File: src/rtl/fp_sqrt_ctrl_if.sv
// fp_sqrt_ctrl_if: handshake, status-flag and datapath-control bundle for the
// square-root sequencing controller. The optional conv_i convergence flag is
// present only when FP_SQRT_CTRL_EARLY_EXIT_EN is defined.
interface fp_sqrt_ctrl_if #(
    parameter int ADDR_WIDTH = 3
) ();
    logic                  start_i;
    logic                  negative_i;
    logic                  zero_i;
`ifdef FP_SQRT_CTRL_EARLY_EXIT_EN
    logic                  conv_i;
`endif
    logic                  ready_o;
    logic                  done_o;
    logic                  error_o;
    logic                  ld_operand_o;
    logic [ADDR_WIDTH-1:0] ra_addr_o;
    logic [ADDR_WIDTH-1:0] rb_addr_o;
    logic [ADDR_WIDTH-1:0] wr_addr_o;
    logic                  wr_en_o;
    logic [2:0]            alu_op_o;

    // Controller side: consumes requests and flags, drives the datapath.
    modport master (
        input  start_i,
        input  negative_i,
        input  zero_i,
`ifdef FP_SQRT_CTRL_EARLY_EXIT_EN
        input  conv_i,
`endif
        output ready_o,
        output done_o,
        output error_o,
        output ld_operand_o,
        output ra_addr_o,
        output rb_addr_o,
        output wr_addr_o,
        output wr_en_o,
        output alu_op_o
    );

    // Requester/datapath side.
    modport slave (
        output start_i,
        output negative_i,
        output zero_i,
`ifdef FP_SQRT_CTRL_EARLY_EXIT_EN
        output conv_i,
`endif
        input  ready_o,
        input  done_o,
        input  error_o,
        input  ld_operand_o,
        input  ra_addr_o,
        input  rb_addr_o,
        input  wr_addr_o,
        input  wr_en_o,
        input  alu_op_o
    );
endinterface

File: src/rtl/fp_sqrt_ctrl.sv
// fp_sqrt_ctrl: sequencing controller for the floating-point square-root
// datapath. Runs seed + ITERATIONS x (divide, add, halve) Newton-Raphson steps,
// short-circuits zero and negative operands, and reports through a
// ready/start/done handshake. The result lives in datapath R1.
// Register use: R0 = operand, R1 = estimate/result, R2 = temporary.
// Optional feature: define FP_SQRT_CTRL_EARLY_EXIT_EN to add conv_i, which ends
// the iteration loop early when the HALF write-back did not change R1.
// All outputs are registered; nothing combinational runs from inputs to outputs.
module fp_sqrt_ctrl #(
    parameter int DATA_WIDTH  = 32,
    parameter int ADDR_WIDTH  = 3,
    parameter int ITERATIONS  = 4,
    parameter int ALU_LATENCY = 2
) (
    input  logic             clk,
    input  logic             rst_n,
    fp_sqrt_ctrl_if.master   bus
);

    // Reject parameter values the sequencing cannot honour.
    if (DATA_WIDTH < 1 || ADDR_WIDTH < 2 || ITERATIONS < 1 || ITERATIONS > 15 ||
        ALU_LATENCY < 1) begin : g_bad_params
        $error("fp_sqrt_ctrl: illegal parameter value");
    end

    localparam int HOLD_W = (ALU_LATENCY > 1) ? $clog2(ALU_LATENCY) : 1;
    localparam logic [HOLD_W-1:0] HOLD_RELOAD = HOLD_W'(ALU_LATENCY - 1);

    localparam logic [2:0] OP_PASS = 3'b000;
    localparam logic [2:0] OP_ADD  = 3'b001;
    localparam logic [2:0] OP_DIV  = 3'b010;
    localparam logic [2:0] OP_HALF = 3'b011;
    localparam logic [2:0] OP_SEED = 3'b100;
    localparam logic [2:0] OP_QNAN = 3'b110;

    localparam logic [ADDR_WIDTH-1:0] R0 = ADDR_WIDTH'(0);
    localparam logic [ADDR_WIDTH-1:0] R1 = ADDR_WIDTH'(1);
    localparam logic [ADDR_WIDTH-1:0] R2 = ADDR_WIDTH'(2);

    typedef enum logic [3:0] {
        S_IDLE, S_LOAD, S_CHECK, S_SEED, S_DIV, S_ADD, S_HALF, S_ZERO, S_NAN, S_DONE
    } state_t;

    // Datapath control word held for the whole of a state.
    typedef struct packed {
        logic                  ld;
        logic [2:0]            op;
        logic [ADDR_WIDTH-1:0] ra;
        logic [ADDR_WIDTH-1:0] rb;
        logic [ADDR_WIDTH-1:0] wa;
    } ctl_t;

    // Control word for each state; unused operand addresses stay 0.
    function automatic ctl_t ctl_for(state_t s);
        ctl_t c;
        c = '0;
        case (s)
            S_LOAD:  c.ld = 1'b1;
            S_SEED:  begin c.op = OP_SEED; c.ra = R0;             c.wa = R1; end
            S_DIV:   begin c.op = OP_DIV;  c.ra = R0; c.rb = R1;  c.wa = R2; end
            S_ADD:   begin c.op = OP_ADD;  c.ra = R1; c.rb = R2;  c.wa = R2; end
            S_HALF:  begin c.op = OP_HALF; c.ra = R2;             c.wa = R1; end
            S_ZERO:  begin c.op = OP_PASS; c.ra = R0;             c.wa = R1; end
            S_NAN:   begin c.op = OP_QNAN;                        c.wa = R1; end
            default: c = '0;
        endcase
        return c;
    endfunction

    function automatic logic is_op(state_t s);
        return s inside {S_SEED, S_DIV, S_ADD, S_HALF, S_ZERO, S_NAN};
    endfunction

    state_t            state;
    state_t            nxt_state;
    logic [HOLD_W-1:0] hold;
    logic [3:0]        iter;
    ctl_t              ctl;
    logic              wr_en;
    logic              ready;
    logic              done;
    logic              error;

    logic hold_last;
    logic iter_done;
    logic conv_hit;
    logic entering;
    logic nxt_wr;

    assign hold_last = (hold == '0);
    assign iter_done = ({1'b0, iter} + 5'd1) >= 5'(ITERATIONS);
    assign entering  = (nxt_state != state);

`ifdef FP_SQRT_CTRL_EARLY_EXIT_EN
    assign conv_hit = bus.conv_i;
`else
    assign conv_hit = 1'b0;
`endif

    // Write enable for the coming cycle: last hold cycle of an op state.
    assign nxt_wr = is_op(nxt_state) &&
                    (entering ? (ALU_LATENCY == 1) : (hold == HOLD_W'(1)));

    // Next-state decode; op states advance only in their last hold cycle.
    always_comb begin
        // NOTE: default first so every path assigns nxt_state and no latch forms.
        nxt_state = state;
        case (state)
            S_IDLE:  if (bus.start_i) nxt_state = S_LOAD;
            S_LOAD:  nxt_state = S_CHECK;
            S_CHECK: begin
                if (bus.zero_i)          nxt_state = S_ZERO;
                else if (bus.negative_i) nxt_state = S_NAN;
                else                     nxt_state = S_SEED;
            end
            S_SEED:  if (hold_last) nxt_state = S_DIV;
            S_DIV:   if (hold_last) nxt_state = S_ADD;
            S_ADD:   if (hold_last) nxt_state = S_HALF;
            S_HALF:  if (hold_last) nxt_state = (iter_done || conv_hit) ? S_DONE : S_DIV;
            S_ZERO:  if (hold_last) nxt_state = S_DONE;
            S_NAN:   if (hold_last) nxt_state = S_DONE;
            S_DONE:  nxt_state = S_IDLE;
            default: nxt_state = S_IDLE;
        endcase
    end

    // State, hold/iteration counters and registered outputs.
    always_ff @(posedge clk) begin
        // NOTE: non-blocking throughout so every register sees pre-edge values.
        if (!rst_n) begin
            state <= S_IDLE;
            hold  <= '0;
            iter  <= '0;
            ctl   <= '0;
            wr_en <= 1'b0;
            ready <= 1'b1;
            done  <= 1'b0;
            error <= 1'b0;
        end else begin
            state <= nxt_state;
            ctl   <= ctl_for(nxt_state);
            wr_en <= nxt_wr;
            ready <= (nxt_state == S_IDLE);
            done  <= (nxt_state == S_DONE);
            error <= (nxt_state == S_DONE) && (state == S_NAN);

            if (entering)        hold <= HOLD_RELOAD;
            else if (!hold_last) hold <= hold - HOLD_W'(1);

            if (state == S_SEED)                  iter <= '0;
            else if (state == S_HALF && hold_last) iter <= iter + 4'd1;
        end
    end

    assign bus.ready_o      = ready;
    assign bus.done_o       = done;
    assign bus.error_o      = error;
    assign bus.ld_operand_o = ctl.ld;
    assign bus.alu_op_o     = ctl.op;
    assign bus.ra_addr_o    = ctl.ra;
    assign bus.rb_addr_o    = ctl.rb;
    assign bus.wr_addr_o    = ctl.wa;
    assign bus.wr_en_o      = wr_en;

endmodule
File: src/flat_wrapper.sv
// flat-port wrapper written by rule: the top's interface ports become plain ports
module fp_sqrt_ctrl_flat 
#(
    parameter int DATA_WIDTH  = 32,
    parameter int ADDR_WIDTH  = 3,
    parameter int ITERATIONS  = 4,
    parameter int ALU_LATENCY = 2
)
  (clk, rst_n, bus_start_i, bus_negative_i, bus_zero_i, bus_ready_o, bus_done_o, bus_error_o, bus_ld_operand_o, bus_ra_addr_o, bus_rb_addr_o, bus_wr_addr_o, bus_wr_en_o, bus_alu_op_o);
  fp_sqrt_ctrl_if #(.ADDR_WIDTH(ADDR_WIDTH)) bus_i ();
  input  logic clk;
  input  logic rst_n;
  input wire logic [$bits(bus_i.start_i)-1:0] bus_start_i;
  input wire logic [$bits(bus_i.negative_i)-1:0] bus_negative_i;
  input wire logic [$bits(bus_i.zero_i)-1:0] bus_zero_i;
  output wire logic [$bits(bus_i.ready_o)-1:0] bus_ready_o;
  output wire logic [$bits(bus_i.done_o)-1:0] bus_done_o;
  output wire logic [$bits(bus_i.error_o)-1:0] bus_error_o;
  output wire logic [$bits(bus_i.ld_operand_o)-1:0] bus_ld_operand_o;
  output wire logic [$bits(bus_i.ra_addr_o)-1:0] bus_ra_addr_o;
  output wire logic [$bits(bus_i.rb_addr_o)-1:0] bus_rb_addr_o;
  output wire logic [$bits(bus_i.wr_addr_o)-1:0] bus_wr_addr_o;
  output wire logic [$bits(bus_i.wr_en_o)-1:0] bus_wr_en_o;
  output wire logic [$bits(bus_i.alu_op_o)-1:0] bus_alu_op_o;
  assign bus_i.start_i = bus_start_i;
  assign bus_i.negative_i = bus_negative_i;
  assign bus_i.zero_i = bus_zero_i;
  assign bus_ready_o = bus_i.ready_o;
  assign bus_done_o = bus_i.done_o;
  assign bus_error_o = bus_i.error_o;
  assign bus_ld_operand_o = bus_i.ld_operand_o;
  assign bus_ra_addr_o = bus_i.ra_addr_o;
  assign bus_rb_addr_o = bus_i.rb_addr_o;
  assign bus_wr_addr_o = bus_i.wr_addr_o;
  assign bus_wr_en_o = bus_i.wr_en_o;
  assign bus_alu_op_o = bus_i.alu_op_o;
  fp_sqrt_ctrl #(.DATA_WIDTH(DATA_WIDTH), .ADDR_WIDTH(ADDR_WIDTH), .ITERATIONS(ITERATIONS), .ALU_LATENCY(ALU_LATENCY)) u_core (.clk(clk), .rst_n(rst_n), .bus(bus_i));
endmodule
File: config.mk
export PLATFORM = sky130hd
export DESIGN_NAME = fp_sqrt_ctrl_flat
export DESIGN_NICKNAME = d
export VERILOG_FILES = /design/src/rtl/fp_sqrt_ctrl_if.sv /design/src/rtl/fp_sqrt_ctrl.sv /design/src/flat_wrapper.sv
export SDC_FILE = /design/constraint.sdc
export NUM_CORES = 1
export LEC_CHECK = 0
export ABC_AREA = 1
export CAP_MARGIN = 25
export CORE_ASPECT_RATIO = 0.75
export CORE_MARGIN = 5
export CORE_UTILIZATION = 53
export DETAILED_ROUTE_END_ITERATION = 7
export GPL_TIMING_DRIVEN = 0
export PLACE_DENSITY = 0.87
export SYNTH_ARGS = -nofsm -noshare
export SYNTH_HDL_FRONTEND = slang
export SYNTH_SLANG_ARGS = --single-unit
File: constraint.sdc
create_clock -name clk -period 4.8 [get_ports clk]
set_clock_uncertainty 0.2 [all_clocks]
set_input_delay 1.2 -clock clk [delete_from_list [all_inputs] [get_ports clk]]
set_output_delay 1.2 -clock clk [all_outputs]
set_load 0.01 [all_outputs]
### Word level (Yosys, flattened, before mapping)

Index checks and enable logic that the tools add are counted.

* memories kept: 0
* RAM bits: 0
* output and inout bits: 17
* bits in read-only memories: 0
* bits in registers: 26
* input bits: 5
* bits in latches: 0

* multiplexer cells: 18
* $mul: 0
* equality and inequality tests: 17
* bitwise logic cells: 2
* $add $sub $neg: 3
* div/mod/pow operators: 0
* shift operators: 0
* reduce and logical (&&, ||, !) cells: 10
* magnitude comparators: 1

Operator list (count)
* 4-bit two-way mux: 9
* 4-bit by 3-bit equality test with 1-bit output (second input constant): 8
* 4-bit one-hot mux with 8 select lines: 1
* 3-bit one-hot mux with 5 select lines: 1
* 4-bit by 2-bit equality test with 1-bit output (second input constant): 3
* 4-bit equality test (second input constant): 3
* 2-bit one-hot mux with 2 select lines: 3
* 4-bit by 1-bit equality test with 1-bit output (second input constant): 2
* 4-bit logical NOT: 2
* 6-bit nonzero test: 1
* 2-bit OR reduction: 3
* 4-bit by 1-bit adder with 5-bit output (second input constant): 1
* 5-bit by 3-bit >= comparator with 1-bit output (second input constant): 1
* 4-bit by 1-bit adder with 4-bit output (second input constant): 1
* 1-bit two-way mux: 4
* 4-bit != test: 1
* 4-bit OR reduction: 1
* 1-bit logical AND: 3
* 1-bit inverter: 2
* 1-bit subtractor (second input constant): 1

### Depth between registers and ports, before layout

Gate-level depths: netlist of run 1.

* depth after elaboration: 8
* mapped depth: 13
* gate-level depth less buffers: 13

### Worst setup path before layout of run 1

No wires, ideal clock.

* kind: input to register
* from: input bus_zero_i
* to: register u_core.wr_en, in the netlist u_core.bus.wr_en_o
* slack: 2.410 ns
* path buffers: 0
* cell stages on the path: 12
* data arrival time: 2.079 ns
* setup time: 0.112 ns
* path through: inv_1 -> nand2_1 -> nand3_1 -> nand2_1 -> nor2_1 -> nand2_2 -> inv_2 -> nor2_1 -> nand2_1 -> nand3_2 -> nor2_1 -> nor2_1

* longest elaborated chain between the ends: 5
* elaborated cells on any way between the ends: 12

Ends and longest elaborated chain
* from (decl): RTL line flat_wrapper.sv:15 `input wire logic [$bits(bus_i.zero_i)-1:0] bus_zero_i;`
* 4-bit two-way mux (*): RTL line fp_sqrt_ctrl.sv:112 `if (bus.zero_i) nxt_state = S_ZERO;`
* 4-bit one-hot mux with 8 select lines (*): RTL line fp_sqrt_ctrl.sv:108 `case (state)`
* 4-bit by 2-bit equality test with 1-bit output (tied with other cells): RTL line fp_sqrt_ctrl.sv:71 `return s inside {S_SEED, S_DIV, S_ADD, S_HALF, S_ZERO, S_NAN};`
* 6-bit nonzero test / 1-bit two-way mux (equally long branches): RTL line fp_sqrt_ctrl.sv:71, fp_sqrt_ctrl.sv:102
* 1-bit logical AND (*): RTL line fp_sqrt_ctrl.sv:101 `assign nxt_wr = is_op(nxt_state) &&`
* to (signal assigned): RTL line fp_sqrt_ctrl.sv:142 `wr_en <= nxt_wr;`
* to (decl): RTL line fp_sqrt_ctrl.sv:79 `logic wr_en;`

Every way passes the cells marked *; elsewhere a longest branch is shown, timed or not.
A chain may end at the register's enable or synchronous reset.

### Worst setup path after layout of run 1

* from: input bus_negative_i
* to: register u_core.wr_en, in the netlist u_core.bus.wr_en_o

* longest elaborated chain between the ends: 6
* elaborated cells on any way between the ends: 13

Ends and longest elaborated chain
* from (decl): RTL line flat_wrapper.sv:14 `input wire logic [$bits(bus_i.negative_i)-1:0] bus_negative_i;`
* 4-bit two-way mux (*): RTL line fp_sqrt_ctrl.sv:113 `else if (bus.negative_i) nxt_state = S_NAN;`
* 4-bit two-way mux (*): RTL line fp_sqrt_ctrl.sv:112
* 4-bit one-hot mux with 8 select lines (*): RTL line fp_sqrt_ctrl.sv:108
* 4-bit by 2-bit equality test with 1-bit output (tied with other cells): RTL line fp_sqrt_ctrl.sv:71
* 6-bit nonzero test / 1-bit two-way mux (equally long branches): RTL line fp_sqrt_ctrl.sv:71, fp_sqrt_ctrl.sv:102
* 1-bit logical AND (*): RTL line fp_sqrt_ctrl.sv:101

Marked as above.

==> flow_summary.yaml, run 1 <==
floorplan:
  core.rowCount: 14
  die_y_microns: 50.6
  start_util: 0.568
  core_sq_mm: 0.00205
  die_w_microns: 64.1
  die_area_sq_mm: 0.00325
  ios: 22
clock_tree:
  clk_latency_ns: 0.30
  cts.path.max_buffers: 2
  numCtsBuffers: 3
  cts_tree: "built"
  clkSinkCount: 23
  htreeDepth: 1
  cts_resized: 0
  root_buffer: "clkbuf_4"
  clk_pin_slew_worst_paths_ns: 0.12
  cts-hold-fix-buffers: 0
  cts_setup_buffers: 0
synth:
  yosysTopAreaCellShare: 0.395
  synthesis.area_sq_mm: 0.00116
  synth-seq-cells: 23
  synth_area_leader_cell: "dfxtp_1"
  ys_top_cells_by_area: "dfxtp_1 40%, nand2_1 13%, inv_1 8.7%"
  yosysSeqAreaShare: 0.395
  postSynthAreaPerCell_sq_um: 6.69
  yosys_warnings: 0
  synthCells: 174
  synthDistinctLibCells: 22
cells_and_area:
  final_cell_mix: "41 x nand2_1, 27 x inv_1, 26 x nor2_1"
  final_nets: 206
  antenna_cells: 0
  flow.area_growth_from_synthesis_pct: 20.9
  layout-drive-gt1-share: 0.116
  final_common_cell: "nand2_1"
  finalInstanceArea_sq_mm: 0.00141
  fin_cells: 222
  post-route-util: 0.687
pwr:
  swShare: 0.409
  p_per_area_mw_per_mm2: 428
  pwr-share-seq: 0.418
  power_leakage_nw: 0.722
  p_comb_frac: 0.439
  p_total_mw: 0.603
  p_clk_frac: 0.143
  internal_power_mw: 0.357
  peakVddDrop_v: 0.000281
  p_switching_mw: 0.246
timing:
  finalSetupViolations: 0
  finalSetupTns_ns: 0
  fmax_mhz: 367
  hold_viol: 0
  rsz0062_at_grt: "false"
  fin_crit_ns: 2.73
  min_period_over_period: 0.568
  report.final.slew_viol_count: 0
  finalHoldWorstSlack_ns: 0.328
  postLayoutSetupSlackWorst_ns: 2.07
place:
  place_area_sq_mm: 0.00138
  io_buffer_count: 18
  dp_cells: 218
  hpwl_mm: 2.06
  dp_slack_ns: 1.77
  gp_congestion: 0.891
grt:
  grt_pass1_vias: 1052
  grt_overflow: 0
  grt_pass1_wl_mm: 4.36
  grt_usage: 0.169
  grt_max_degree: 13
  antenna_found_initial: 0
worst_setup_path:
  cp.arrival_ns: 2.74
  r2r-start: "u_core.state[0]$_SDFF_PN0_"
  start_kind: "input pin"
  setup.worst_path.class: "input pin to flop"
  crit_path_end_kind: "flop"
  required_ns: 4.82
  critPathLaunch: "bus_negative_i"
  crit_fanout: 6
routing:
  drt_wl_total_mm: 2.56
  antenna_left: 0
  drt_iter0_markers: 54
  drc: 0
  first_pass_iters: 4
  vias: 1143
  wl_per_cell_microns: 11.5
  avgViaCountPerCell: 5.15
status:
  outcome: "finished, final reports clean"
hold_path:
  hp-class: "flop to flop"
  hold_path.startpoint: "u_core.iter[3]$_SDFFE_PP0P_"
run:
  cap_violations: 0
[power by group through the flow]
stage	Sequential [mW]	Combinational [mW]	Clock, mW
floorplan	0.260	0.170	0
CTS	0.251	0.261	0.0895
global placement	0.253	0.253	0
detailed placement	0.255	0.260	0
finish	0.252	0.265	0.0861
global route	0.256	0.294	0.0980
[path summary, 6_finish.rpt]
check | to | slack, ns | depth (start not counted)
worst max-delay path | u_core.bus.wr_en_o$_SDFF_PN0_ | 2.07 | 12
worst min-delay path | u_core.iter[3]$_SDFFE_PP0P_ | 0.33 | 2
worst max register to register | u_core.bus.wr_en_o$_SDFF_PN0_ | 2.87 | 10
worst min register to register | u_core.iter[3]$_SDFFE_PP0P_ | 0.33 | 2
[state kept, by name, summed over array words and instances, names as in the netlist]
register / flops
u_core.bus.wr_addr_o: 2
u_core.bus.wr_en_o: 1
u_core.bus.ld_operand_o: 1
u_core.state: 4
u_core.iter: 4
u_core.bus.done_o: 1
u_core.bus.ready_o: 1
u_core.bus.alu_op_o: 3
u_core.bus.error_o: 1
u_core.bus.rb_addr_o: 2
u_core.hold: 1
u_core.bus.ra_addr_o: 2
[worst max-delay path, cell delays in order]
cell             delay (ns)
clkdlybuf4s50_1        0.49
nand2_1                0.06
nand3_1                0.10
nand2_1                0.07
nor2_1                 0.17
nand2_2                0.10
inv_2                  0.11
nor2_1                 0.05
nand2_1                0.14
nand3_2                0.10
nor2_1                 0.09
nor2_1                 0.04
[routing by layer]
layer	up-vias	global-route usage	wire length, microns	share of wire
met1	499	0.207	1150	0.45
met5	-	0	0	0
met4	0	0.0949	73	0.029
met2	56	0.266	1130	0.44
li1	580	-	-	-
met3	8	0.0491	202	0.079
[cell usage after synthesis]
cell type and instances:
a31oi_1 1, nand4_1 2, nand2_2 4, a21oi_1 6, nand3_2 4, buf_4 3, inv_2 3, nor2_2 2
clkbuf_1 1, o21ai_1 1, nor3_2 1, or2_2 1, inv_1 27, nand2_1 41, nand3_1 17, o21ai_0 3
nor2_4 2, conb_1 1, nor3_1 3, ha_1 2, dfxtp_1 23, nor2_1 26
[logic make-up (layout without fill, tap and decap cells)]
family	count (synthesis)	after routing	share of synthesized area
flip-flops	23	23	0.395
AO/OA/AOI/OAI	11	11	0.0483
adder cells (fa/ha/maj)	2	2	0.0215
buffers and inverters	34	56	0.119
AND/OR/NAND/NOR	103	103	0.412
other	1	3	0.00322
[layout make-up]
type | instances | area, sq um
Buffer | 4 | 26.3
Fill cell | 156 | 641
Timing Repair Buffer | 18 | 180
Inverter | 30 | 113
Sequential cell | 23 | 460
Clock buffer | 4 | 26.3
Multi-Input combinational cell | 119 | 573
Tap cell | 24 | 30.0
Power figures use the tool's default switching activity.
==> run 2: changes to the inputs <==
CORE_UTILIZATION = 50   (was 53)
PLACE_DENSITY = 0.83   (was 0.87)
clock period = 2.81 ns   (was 4.8 ns; I/O delays follow)
==> run 2 against run 1 <==
Compared with the run above: sequential share of layout area decreased by 0.29 points; final area increased by 0.89%; critical endpoint unchanged; total power increased by 70%; global-route usage increased by 0.091 points; die area increased by 4.9%.
==> flow_summary.yaml, run 2 (synthesized netlist as in run 1, its figures left out) <==
timing:
  rsz0062_at_grt: "false"
  report.final.slew_viol_count: 0
  min_period_over_period: 0.807
  fmax_mhz: 441
  finalHoldWorstSlack_ns: 0.312
  hold_viol: 0
  finalSetupViolations: 0
  finalSetupTns_ns: 0
  fin_crit_ns: 2.27
routing:
  drt_iter0_markers: 100
  first_pass_iters: 4
  avgViaCountPerCell: 4.81
  antenna_left: 0
  drc: 0
  wl_per_cell_microns: 11.1
  drt_wl_total_mm: 2.58
  vias: 1117
worst_setup_path:
  r2r_setup_slack_ns: 0.89
  critPathLaunch: "bus_negative_i"
  cp.arrival_ns: 2.29
  path_buf_inv: 2
  start_kind: "input pin"
  critPathMaxStageDelay_ns: 0.50
  required_ns: 2.83
  path_cells: "clkdlybuf4s50_1, nand2_1, nand3_1, nand2_1, nor2_1, nand2_2, inv_2, nor2_1, nand2_1, nand3_2, nor2_1, nor2_1"
  crit_path_end_kind: "flop"
  setup.worst_path.class: "input pin to flop"
  r2r-start: "u_core.state[0]$_SDFF_PN0_"
  cp_top_family: "simple AND/OR/NAND/NOR gates"
  slowest_stage: "clkdlybuf4s50_1"
  crit_top_cell: "nor2_1"
  crit_fanout: 6
cells_and_area:
  final_common_cell: "nand2_1"
  layout-drive-gt1-share: 0.116
  antenna_cells: 0
  fin_cells: 232
  final_nets: 206
  final_cell_mix: "41 x nand2_1, 27 x inv_1, 26 x nor2_1"
  flow.area_growth_from_synthesis_pct: 22.0
floorplan:
  start_util: 0.513
  die_area_sq_mm: 0.00341
  core.rowCount: 15
  core_sq_mm: 0.00227
  die_y_microns: 51.8
  ios: 22
  die_w_microns: 65.7
place:
  gp_congestion: 0.852
  hpwl_mm: 2.09
  io_buffer_count: 18
  dp_cells: 228
run:
  cap_violations: 0
clock_tree:
  clkSinkCount: 23
  cts_resized: 0
  root_buffer: "clkbuf_4"
  clk_latency_ns: 0.31
  htreeDepth: 1
  cts_setup_buffers: 0
  cts-hold-fix-buffers: 0
  cts.path.max_buffers: 2
  clk_pin_slew_worst_paths_ns: 0.11
  cts_tree: "built"
  numCtsBuffers: 3
grt:
  antenna_found_initial: 0
  grt_pass1_wl_mm: 4.52
  top_usage_layer: "met2"
  grt_usage: 0.170
  grt_pass1_vias: 1021
  grt_overflow: 0
  met3_usage: 0.0410
  grt_use_met1: 0.223
  grt_use_met2: 0.275
  grt_max_degree: 13
pwr:
  power_leakage_nw: 0.722
  peakVddDrop_v: 0.000277
  p_per_area_mw_per_mm2: 723
  p_total_mw: 1.03
hold_path:
  hp-class: "flop to flop"
  hold_path.startpoint: "u_core.iter[3]$_SDFFE_PP0P_"
status:
  outcome: "finished, final reports clean"
## run 2: cell counts in the layout (fill, tap and decap cells not counted)
Identical to the previous run, type by type.
## run 2: per-layer routing
layer	share of wire	vias up	wire [microns]
met5	0	-	0
met4	0.011	0	28
met3	0.067	4	173
met2	0.48	41	1230
met1	0.44	493	1150
li1	-	579	-
## run 2: worst paths after layout
check	depth (start not counted)	end
worst max-delay path	12	u_core.bus.wr_en_o$_SDFF_PN0_
worst min-delay path	2	u_core.iter[3]$_SDFFE_PP0P_
worst max register to register	10	u_core.bus.wr_en_o$_SDFF_PN0_
worst min register to register	2	u_core.iter[3]$_SDFFE_PP0P_
## run 2: power breakdown
part / switching (mW) / internal (mW)
registers: 0.0460 / 0.381
logic: 0.277 / 0.173
clock network: 0.0960 / 0.0555
total: 0.419 / 0.609
## run 2: cell type report
class	count	area (sq um)
buffer	4	26.3
multi-input combinational	119	573
timing repair buffer	18	180
inverter	30	113
clock buffer	4	26.3
fill	203	850
tap	34	42.5
sequential	23	460
## run 2: worst register-to-register path, stage by stage, from the launching register on
cell and delay, ns:
dfxtp_1 0.41, nor2_1 0.26, nand3_2 0.15, o21ai_1 0.13, nand2_1 0.10, nand3_2 0.10
nor2_4 0.05, nand2_1 0.16, nand3_2 0.11, nor2_1 0.10, nor2_1 0.05
## run 2: metrics by stage
stage / setup slack, ns / util / cell area [sq um]
global route: 0.387 / 0.626 / 1420
finish: 0.541 / 0.626 / 1420
detailed placement: 0.226 / 0.614 / 1400
CTS: 0.561 / 0.626 / 1420
floorplan: 0.917 / - / 1170
global placement: 0.315 / 0.614 / 1400
==> run 3: changes to the inputs <==
clock period = 2.2 ns   (was 2.81 ns; I/O delays follow)
==> run 3 against run 2 <==
Compared with the run above: hold slack about the same; total power up 28%; largest power group unchanged; clock power up 26%; combinational power up 30%; non-clock buffer count unchanged; largest cell class unchanged; worst setup slack worse by 0.36 ns.
==> flow_summary.yaml, run 3 (synthesized netlist as in run 1, its figures left out) <==
timing:
  postLayoutSetupSlackWorst_ns: 0.179
  min_period_over_period: 0.919
  report.final.slew_viol_count: 0
  rsz0062_at_grt: "false"
  finalSetupViolations: 0
  fmax_mhz: 495
  finalSetupTns_ns: 0
  fin_crit_ns: 2.02
  hold_viol: 0
cells_and_area:
  fin_cells: 232
  flow.area_growth_from_synthesis_pct: 22.4
  antenna_cells: 0
  final_cell_mix: "40 x nand2_1, 27 x inv_1, 25 x nor2_1"
  post-route-util: 0.628
  final_nets: 206
  layout-drive-gt1-share: 0.126
  final_common_cell: "nand2_1"
pwr:
  internal_power_mw: 0.781
  p_total_mw: 1.32
  peakVddDrop_v: 0.000355
  p_per_area_mw_per_mm2: 925
  p_clk_frac: 0.145
  p_switching_mw: 0.539
  power_leakage_nw: 0.724
  swShare: 0.409
  pwr-share-seq: 0.414
  p_comb_frac: 0.441
place:
  dp_slack_ns: -0.231
  gp_congestion: 0.852
  io_buffer_count: 18
  dp_cells: 228
  hpwl_mm: 2.09
routing:
  first_pass_iters: 5
  avgViaCountPerCell: 4.86
  drt_iter0_markers: 122
  drt_wl_total_mm: 2.60
  drc: 0
  wl_per_cell_microns: 11.2
  antenna_left: 0
  vias: 1127
worst_setup_path:
  r2r-start: "u_core.iter[0]$_SDFFE_PP0P_"
  critPathCapture: "u_core.bus.wr_en_o$_SDFF_PN0_"
  start_kind: "input pin"
  rr_worst_depth: 12
  crit_fanout: 6
  critPathLaunch: "bus_negative_i"
  setup.worst_path.class: "input pin to flop"
  crit_path_end_kind: "flop"
  required_ns: 2.22
  r2r_setup_slack_ns: 0.28
  rr_endpoint: "u_core.bus.wr_en_o$_SDFF_PN0_"
  cp.arrival_ns: 2.04
clock_tree:
  cts-hold-fix-buffers: 0
  htreeDepth: 1
  clk_pin_slew_worst_paths_ns: 0.11
  cts_tree: "built"
  clkSinkCount: 23
  cts.path.max_buffers: 2
  clk_latency_ns: 0.31
  numCtsBuffers: 3
  root_buffer: "clkbuf_4"
grt:
  grt_max_degree: 13
  grt_pass1_vias: 1021
  grt_usage: 0.170
  antenna_found_initial: 0
  grt_overflow: 0
  grt_pass1_wl_mm: 4.52
floorplan:
  core.rowCount: 15
  die_area_sq_mm: 0.00341
  die_y_microns: 51.8
  die_w_microns: 65.7
  ios: 22
  start_util: 0.513
  core_sq_mm: 0.00227
run:
  cap_violations: 0
hold_path:
  hp-class: "flop to flop"
status:
  outcome: "finished, final reports clean"
==> run 3: area by class of cell <==
class                      count  area, sq um
buffer                         4         26.3
clock buffer                   4         26.3
fill                         201          845
inverter                      30          113
multi-input combinational    119          578
sequential                    23          460
tap                           34         42.5
timing repair buffer          18          180
==> run 3: power groups by stage <==
stage	Combinational (mW)	Sequential, mW	Clock [mW]
after floorplan	0.370	0.566	0
after global placement	0.555	0.553	0
final	0.582	0.546	0.192
after global routing	0.653	0.553	0.218
after detailed placement	0.569	0.555	0
after CTS	0.572	0.544	0.196
==> run 3: critical path: stages <==
cell and delay (ns):
clkdlybuf4s50_1 0.50, nand2_1 0.06, nand3_1 0.11, nand2_1 0.08
nor2_2 0.12, nand2_2 0.09, inv_2 0.11, nor2_1 0.07
nand2_2 0.10, nand3_2 0.09, nor2_1 0.10, nor2_1 0.05
==> run 3: how the worst min path moves through the flow <==
stage	cells after the start	end	start
2_1_floorplan	2	u_core.iter[3]$_SDFFE_PP0P_	u_core.iter[3]$_SDFFE_PP0P_
3_3_place_gp	2	u_core.iter[3]$_SDFFE_PP0P_	u_core.iter[3]$_SDFFE_PP0P_
3_5_place_dp	2	u_core.iter[3]$_SDFFE_PP0P_	u_core.iter[3]$_SDFFE_PP0P_
4_1_cts	2	u_core.iter[3]$_SDFFE_PP0P_	u_core.iter[3]$_SDFFE_PP0P_
5_1_grt	2	u_core.iter[3]$_SDFFE_PP0P_	u_core.iter[3]$_SDFFE_PP0P_
6_report	2	u_core.iter[3]$_SDFFE_PP0P_	u_core.iter[3]$_SDFFE_PP0P_
==> run 3: per-layer routing <==
| metal | global-route usage | wire [microns] |
|---|---|---|
| met1 | 0.223 | 1140 |
| met2 | 0.275 | 1240 |
| met3 | 0.0410 | 195 |
| met4 | 0.0552 | 19 |
| met5 | 0 | 0 |
==> run 3: metrics by stage <==
stage | instance area, sq um | hold WS, ns
floorplan | 1170 | 0.268
global placement | 1400 | 0.276
detailed placement | 1400 | 0.298
CTS | 1420 | 0.315
global route | 1430 | 0.327
finish | 1430 | 0.312
==> run 3: timing repair <==
item | 4_1_cts | 5_1_grt
endpoints found under the hold margin | 0 | 0
endpoints found under the setup margin | 0 | 2
gates resized for setup | 0 | 2
setup buffers | 0 | 0
